===== config.mk =====
export PLATFORM = sky130hd
export DESIGN_NAME = alu_operand_sequencer
export DESIGN_NICKNAME = d
export VERILOG_FILES = /design/src/rtl/alu_seq_pkg.sv /design/src/rtl/key_debounce.sv /design/src/rtl/alu_operand_sequencer.sv
export SDC_FILE = /design/constraint.sdc
export NUM_CORES = 1
export LEC_CHECK = 0
export BUFFER_PORTS_ARGS = -buffer_cell sky130_fd_sc_hd__buf_4
export CAP_MARGIN = 20
export CORE_MARGIN = 2
export CORE_UTILIZATION = 55
export CTS_BUF_LIST = sky130_fd_sc_hd__clkbuf_2 sky130_fd_sc_hd__clkbuf_4 sky130_fd_sc_hd__clkbuf_8
export DETAILED_ROUTE_END_ITERATION = 8
export PLACE_DENSITY = 0.81
export SLEW_MARGIN = 30
export SYNTH_ARGS = -nofsm -noshare
export SYNTH_HDL_FRONTEND = slang
export SYNTH_SLANG_ARGS = --single-unit

===== constraint.sdc =====
create_clock -name MAX10_CLK1_50 -period 2.3 [get_ports MAX10_CLK1_50]
set_input_delay 0.23 -clock MAX10_CLK1_50 [delete_from_list [all_inputs] [get_ports MAX10_CLK1_50]]
set_output_delay 0.23 -clock MAX10_CLK1_50 [all_outputs]
set_load 0.05 [all_outputs]

===== src/rtl/alu_seq_pkg.sv =====
// Shared types and constants for the ALU operand sequencer.
package alu_seq_pkg;

  typedef enum logic [2:0] {
    LOAD_A  = 3'd0,
    LOAD_B  = 3'd1,
    LOAD_OP = 3'd2,
    EXEC    = 3'd3,
    DONE    = 3'd4
  } seq_state_t;

  localparam logic [1:0] MODE_ARITH   = 2'd0;
  localparam logic [1:0] MODE_LOGIC   = 2'd1;
  localparam logic [1:0] MODE_COMPARE = 2'd2;
  localparam logic [1:0] MODE_MAGIC   = 2'd3;

  localparam int ABORT_BIT = 9;

  function automatic logic [9:0] pack_alu_in(input logic [3:0] opb, input logic [3:0] opa);
    return {2'b00, opb, opa};
  endfunction

endpackage


===== src/rtl/key_debounce.sv =====
// Button conditioner: 2-FF synchronizer, stability counter, one-cycle pulse on accepted press.
// A press is only armed once a released level has been seen after reset.
module key_debounce #(
  parameter int DEBOUNCE_CYCLES = 500000
) (
  input  logic clk,
  input  logic rst,
  input  logic key_n,
  output logic press
);

  localparam int CW = (DEBOUNCE_CYCLES > 1) ? $clog2(DEBOUNCE_CYCLES) : 1;
  localparam logic [CW-1:0] CNT_LAST = CW'(DEBOUNCE_CYCLES - 1);

  logic          sync1;
  logic          sync2;
  logic          stable;
  logic          armed;
  logic [1:0]    fill;
  logic [CW-1:0] cnt;

  always_ff @(posedge clk) begin
    if (rst) begin
      sync1  <= 1'b1;
      sync2  <= 1'b1;
      stable <= 1'b1;
      armed  <= 1'b0;
      fill   <= 2'b00;
      cnt    <= '0;
      press  <= 1'b0;
    end else begin
      sync1 <= key_n;
      sync2 <= sync1;
      fill  <= {fill[0], 1'b1};
      press <= 1'b0;
      // fill[1] marks the synchronizer as holding real samples, so a button
      // held through reset can never arm the pulse.
      if (fill[1] && stable && sync2)
        armed <= 1'b1;
      if (sync2 == stable) begin
        cnt <= '0;
      end else if (cnt == CNT_LAST) begin
        cnt    <= '0;
        stable <= sync2;
        press  <= armed && !sync2;
      end else begin
        cnt <= cnt + 1'b1;
      end
    end
  end

endmodule


===== src/rtl/alu_operand_sequencer.sv =====
// Steps through operand A, operand B and mode/function entry on button presses,
// holds them at the ALU for SETTLE_CYCLES, then registers the ALU result.
module alu_operand_sequencer
  import alu_seq_pkg::*;
#(
  parameter int DEBOUNCE_CYCLES = 500000,
  parameter int SETTLE_CYCLES   = 4
) (
  input  logic       MAX10_CLK1_50,
  input  logic       rst,
  input  logic       key_n,
  input  logic [9:0] SW,
  input  logic [9:0] alu_result,
  output logic [9:0] alu_in,
  output logic [1:0] alu_a,
  output logic [1:0] alu_b,
  output logic [9:0] result,
  output logic       done,
  output logic [2:0] phase
);

  localparam int ST_W = (SETTLE_CYCLES > 1) ? $clog2(SETTLE_CYCLES) : 1;
  localparam logic [ST_W-1:0] SETTLE_LAST = ST_W'(SETTLE_CYCLES - 1);

  seq_state_t      state;
  logic [3:0]      opa;
  logic [3:0]      opb;
  logic [ST_W-1:0] settle;
  logic            press;
  logic            abort;
  logic            unused_sw;

  key_debounce #(.DEBOUNCE_CYCLES(DEBOUNCE_CYCLES)) u_key (
    .clk   (MAX10_CLK1_50),
    .rst   (rst),
    .key_n (key_n),
    .press (press)
  );

  assign abort     = SW[ABORT_BIT];
  assign unused_sw = ^SW[8:4];

  always_ff @(posedge MAX10_CLK1_50) begin
    if (rst) begin
      state  <= LOAD_A;
      opa    <= '0;
      opb    <= '0;
      alu_a  <= '0;
      alu_b  <= '0;
      result <= '0;
      done   <= 1'b0;
      settle <= '0;
    end else begin
      case (state)
        LOAD_A: if (press) begin
          if (abort) state <= LOAD_A;
          else begin
            opa   <= SW[3:0];
            state <= LOAD_B;
          end
        end
        LOAD_B: if (press) begin
          if (abort) state <= LOAD_A;
          else begin
            opb   <= SW[3:0];
            state <= LOAD_OP;
          end
        end
        LOAD_OP: if (press) begin
          if (abort) state <= LOAD_A;
          else begin
            alu_a  <= SW[3:2];
            alu_b  <= SW[1:0];
            settle <= '0;
            state  <= EXEC;
          end
        end
        // Presses here are dropped, including one on the terminal edge.
        EXEC: begin
          if (settle == SETTLE_LAST) begin
            result <= alu_result;
            done   <= 1'b1;
            state  <= DONE;
          end else begin
            settle <= settle + 1'b1;
          end
        end
        DONE: if (press) begin
          done  <= 1'b0;
          state <= LOAD_A;
        end
        default: state <= LOAD_A;
      endcase
    end
  end

  assign alu_in = pack_alu_in(opb, opa);
  assign phase  = state;

endmodule


# After elaboration in Yosys (flattened, before gate mapping)
# Cells that the tools add are included.
# W data, S select, Z words.
word_totals:
  input_bits: 23
  register_bits: 54
classes:
  reduce_logical: 17
  mux: 17
  addsub: 2
  n_eq_ne: 14
  bitwise: 3
ops:
  columns: ["op", "count"]
  rows:
  - ["$add A19 B1 Y19 const B", 1]
  - ["$eq A19 B19 Y1 const B", 1]
  - ["$mux W3", 5]
  - ["$pmux W3 S5", 1]
  - ["$reduce_and A3 Y1", 4]
  - ["$mux W2", 5]
  - ["$ne A2 B1 Y1 const B", 4]
  - ["$eq A3 B2 Y1 const B", 2]
  - ["$ne A2 B2 Y1 const B", 3]
  - ["$reduce_or A3 Y1", 2]
  - ["$reduce_and A5 Y1", 1]
  - ["$mux W1", 4]
  - ["$pmux W2 S2", 1]
  - ["$reduce_and A2 Y1", 2]
  - ["$reduce_and A4 Y1", 1]
  - ["$reduce_bool A2 Y1", 2]
  - ["$eq A3 B1 Y1 const B", 1]
  - ["$eq A3 B3 Y1 const B", 1]
  - ["$logic_and A1 B1 Y1", 3]
  - ["$logic_not A3 Y1", 1]
  - ["$not A1 Y1", 3]
  - ["$add A2 B1 Y2 const B", 1]
  - ["$eq A2 B2 Y1 const B", 1]
  - ["$pmux W1 S2", 1]
  - ["other kinds (2)", 2]

# Logic depth before layout (Yosys ltp)
depth:
  depth_word: 3
  mapped_depth: 7
  depth_no_buf: 5

# By module
# Synthesis repeated with hierarchy kept, for this count alone.
unflattened:
  cells_unflattened: 245
  area_unflattened_um2: 2290.9
by_module_without_submodules:
  columns: ["module", "area_each_um2", "instances", "cells_per_inst", "seq_area_each_um2"]
  rows:
  - ["alu_operand_sequencer", 1208.7, 1, 128, 560.5]
  - ["key_debounce", 1082.3, 1, 117, 520.5]

# Worst setup path before layout
# OpenSTA, ideal clock, no wires.
synth_path:
  kind: "register -> register"
  start: "reg state[0] (netlist: phase[0])"
  end: "reg result[0]"
  synth_period_minus_slack_ns: 1.870
  path_slack_ns: 0.430
  stages_incl_launch_ff: 8
  arrival_time_ns: 1.737
  setup_ns: 0.132
  cell_sequence: "dfxtp_1 clkbuf_1 nor2b_1 clkbuf_1 nand3_1 clkbuf_1 nand2_1 a21oi_1"
synth_between:
  elab_chain_cells: 2
synth_lines:
  columns: ["element", "line", "text"]
  rows:
  - ["from (decl)", "alu_operand_sequencer.sv:25", "seq_state_t state;"]
  - ["from (signal assigned)", "alu_operand_sequencer.sv:45", "state <= LOAD_A;"]
  - ["from (signal assigned)", "alu_operand_sequencer.sv:56", "if (abort) state <= LOAD_A;"]
  - ["from (signal assigned)", "alu_operand_sequencer.sv:59", "state <= LOAD_B;"]
  - ["$eq A3 B2 Y1", "alu_operand_sequencer.sv:54", "case (state)"]
  - ["$reduce_and A2 Y1 (no line)", null, null]
  - ["to (signal assigned)", "alu_operand_sequencer.sv:81", "result <= alu_result;"]
  - ["to (decl)", "alu_operand_sequencer.sv:17", "output logic [9:0] result,"]
# No other way between the ends.
# A chain may end at the register's enable or synchronous reset.

# Worst setup path in the final report
layout_path:
  start: "reg u_key.cnt[0]"
  end: "reg u_key.cnt[18]"
layout_between:
  elab_chain_cells: 2
  elab_cells_between_ends: 3
  cone_classes: "add/sub (1); eq/ne (1); reduce/logical (1)"
layout_lines:
  columns: ["element", "line", "text"]
  rows:
  - ["from (decl)", "key_debounce.sv:20", "logic [CW-1:0] cnt;"]
  - ["from (signal assigned)", "key_debounce.sv:47", "cnt <= cnt + 1'b1;"]
  - ["parallel branches: the longest is 2 deep, another holds $add A19 B1 Y19", null, null]
# Several ways; the timed one is not identified.

==> flow_metrics.tcl <==
set metrics [dict create \
    track_usage 0.214 \
    min_period_ns 2.00 \
    dp_hpwl_mm 3.11 \
    rows 22 \
    grt_overflow 0 \
    detail_route.wl_per_cell_um 12.8 \
    rrSetupSlack_ns 0.30 \
    fmax_ghz 0.501 \
    vias 1852 \
    mappedNetlistArea_um2 2180 \
    slew_headroom 0.610 \
    clock_latency_ns 0.30 \
    cts_resized 0 \
    grt_max_degree 36 \
    grt_pass1_vias 1635 \
    cp_num_buf_inv 0 \
    dieArea_um2 4480 \
    synth_warnings 0 \
    num_antenna_cells 0 \
    p_leak_nw 1.00 \
    r2r_start "u_key.cnt[0]$_SDFF_PP0_" \
    slew_violations 0 \
    ys_seq_area_frac 0.497 \
    required_ns 2.53 \
    area_growth_pct 21.6 \
    startpoint "u_key.cnt[0]$_SDFF_PP0_" \
    place_inst 336 \
    htreeDepth 2 \
    critPathSlowestCell "or4_4" \
    postCtsHoldBufs 0 \
    crit_path_end_kind "flip-flop" \
    ys_seq_elements 54 \
    fin_nets 320 \
    cp_cell_sequence "ha_1, nand3_1, or4_4, or3_1, a21oi_1" \
    finalCritPeriodShare 0.869 \
    async_flop_share 0 \
    cts_tree "done" \
    clock-sinks 54 \
    synth.area.top_cells "dfxtp_1 50%, nand2_1 6.7%, a21oi_1 5.5%" \
    ys_types 40 \
    antenna_found_initial 0 \
    drt-total-wl_mm 4.39 \
    p_per_area_nw_per_um2 613 \
    io_pins 51 \
    dieWidth_um 66.9 \
    ir_worst_vdd_mv 0.539 \
    chipHeight_um 66.9 \
    crit_arrival_ns 2.23 \
    cp_num_cells 5 \
    io_buffers 43 \
    synth_edf_count 0 \
    grt_setup_unrepaired "false" \
    cp_top_family "simple AND/OR/NAND/NOR gates" \
    synth_area_per_cell_um2 8.61 \
    crit_path_end "u_key.cnt[18]$_SDFF_PP0_" \
    syn_inst 253 \
    antenna_left 0 \
    hold_viol_final 0 \
    yosysTopAreaCell "dfxtp_1" \
    cts_buffers 5 \
    r2r-end "u_key.cnt[18]$_SDFF_PP0_" \
    cp_max_fo 5 \
    finalClockSkew_ns 0.00459 \
    ys.flop_type "dfxtp_1" \
    synthTopCellsByCount "54 x dfxtp_1, 39 x nand2_1, 30 x nor2_1" \
    finalWorstSetupSlack_ns 0.302 \
    yosysMostFrequentCell "dfxtp_1" \
    utilization 0.707 \
    outcome "finished clean" \
    clkTransAtPathRegs_ns 0.09 \
    start_util 0.582 \
    via_per_inst 5.40 \
    stdcell_area_um2 2650 \
    drtIter0Drc 118 \
    start_kind "flip-flop" \
    place_congestion 0.723 \
    r2r_cells 5 \
    yosysTopAreaCellShare 0.497 \
    power_mw 1.62 \
    setup_viol 0 \
    clock_path_buffers 2 \
    cpPeakStageDelay_ns 0.59 \
    tightest_slew_ns 0.580 \
    post-place-ws_ns 0.360 \
    fin_cells 343 \
    cap_violations 0 \
    post_dp_cell_area_um2 2530 \
    core_area_um2 3740 \
    drive_gt1_frac 0.214 \
    dr.pass1.iters 4 \
    finalHoldWorstSlack_ns 0.117 \
    drc 0 \
    setup-tns-final_ns 0 \
    hold_class "in -> reg" \
    grt_pass1_wl_mm 7.31 \
    path_class "reg -> reg" \
    root_buffer "clkbuf_8" \
    cts_setup_buffers 0 \
]
final cells by class:
| class | count | area [um2] |
|---|---|---|
| sequential | 54 | 1080 |
| timing repair buffer | 47 | 353 |
| multi-input combinational | 182 | 1020 |
| inverter | 5 | 18.8 |
| clock buffer | 6 | 82.6 |
| clock inverter | 1 | 30.0 |
| tap | 48 | 60.1 |
| fill | 315 | 1100 |
sequential cells by signal, summed over array words and instances (netlist names):
name	flops
opb	4
u_key.sync2	1
u_key.armed	1
u_key.stable	1
u_key.press	1
settle	2
alu_a	2
alu_b	2
done	1
u_key.fill	2
phase	3
u_key.sync1	1
u_key.cnt	19
result	10
opa	4
per-layer routing:
metal	routed length, um	global-route usage	up-vias
li1	-	-	937
met2	2090	0.355	40
met3	221	0.0557	5
met1	2030	0.278	870
met4	44	0.0485	0
met5	0	0	-
worst reg2reg max path, cell delays in order (launching register included):
cell and delay [ns]:
dfxtp_1 0.41, ha_1 0.24, nand3_1 0.20, or4_4 0.59
or3_1 0.36, a21oi_1 0.14
layout by cell type, fill, tap and decap left out, types with 2 or more instances in the layout:
cell / Yosys / layout
and3_1: 3 / 3
nor2b_1: 3 / 3
xnor2_1: 13 / 13
xor2_1: 3 / 3
a31oi_1: 2 / 2
clkbuf_8: 0 / 6
or2_2: 3 / 3
o21ai_0: 2 / 2
nand2_1: 39 / 39
mux2i_1: 4 / 4
nand4_1: 4 / 4
nor4b_1: 2 / 2
inv_1: 5 / 5
nor3_1: 4 / 4
nand3_1: 18 / 18
buf_4: 2 / 47
conb_1: 1 / 2
dfxtp_1: 54 / 54
a21oi_1: 24 / 24
ha_1: 2 / 2
nor2_1: 30 / 30
nor4_1: 7 / 7
power breakdown:
part	switching [mW]	leakage, nW	total, mW	internal (mW)
clock network	0.282	0.0573	0.630	0.348
registers	0.00252	0.436	0.942	0.939
logic	0.0276	0.508	0.0508	0.0232
worst min-delay path by stage:
stage | start | end | slack [ns] | cells past startpoint
final | key_n | u_key.sync1$_SDFF_PP1_ | 0.12 | 2
after global routing | key_n | u_key.sync1$_SDFF_PP1_ | 0.11 | 2
after CTS | key_n | u_key.sync1$_SDFF_PP1_ | 0.11 | 2
after detailed placement | u_key.sync1$_SDFF_PP1_ | u_key.sync2$_SDFF_PP1_ | 0.41 | 1
after global placement | u_key.sync1$_SDFF_PP1_ | u_key.sync2$_SDFF_PP1_ | 0.39 | 1
after floorplan | key_n | u_key.sync1$_SDFF_PP1_ | 0.33 | 1
logic make-up (layout without fill, tap and decap cells):
| family | count (synthesis) | after routing | share of synthesized area |
|---|---|---|---|
| other cells | 1 | 2 | 0.00172 |
| compound gates | 33 | 33 | 0.0851 |
| flops | 54 | 54 | 0.497 |
| buf+inv | 18 | 59 | 0.0356 |
| xor+xnor | 16 | 16 | 0.0644 |
| fa+ha+maj | 2 | 2 | 0.0115 |
| simple gates | 125 | 125 | 0.287 |
| mux | 4 | 4 | 0.0184 |
No activity file was read; power rests on OpenSTA's default activity.
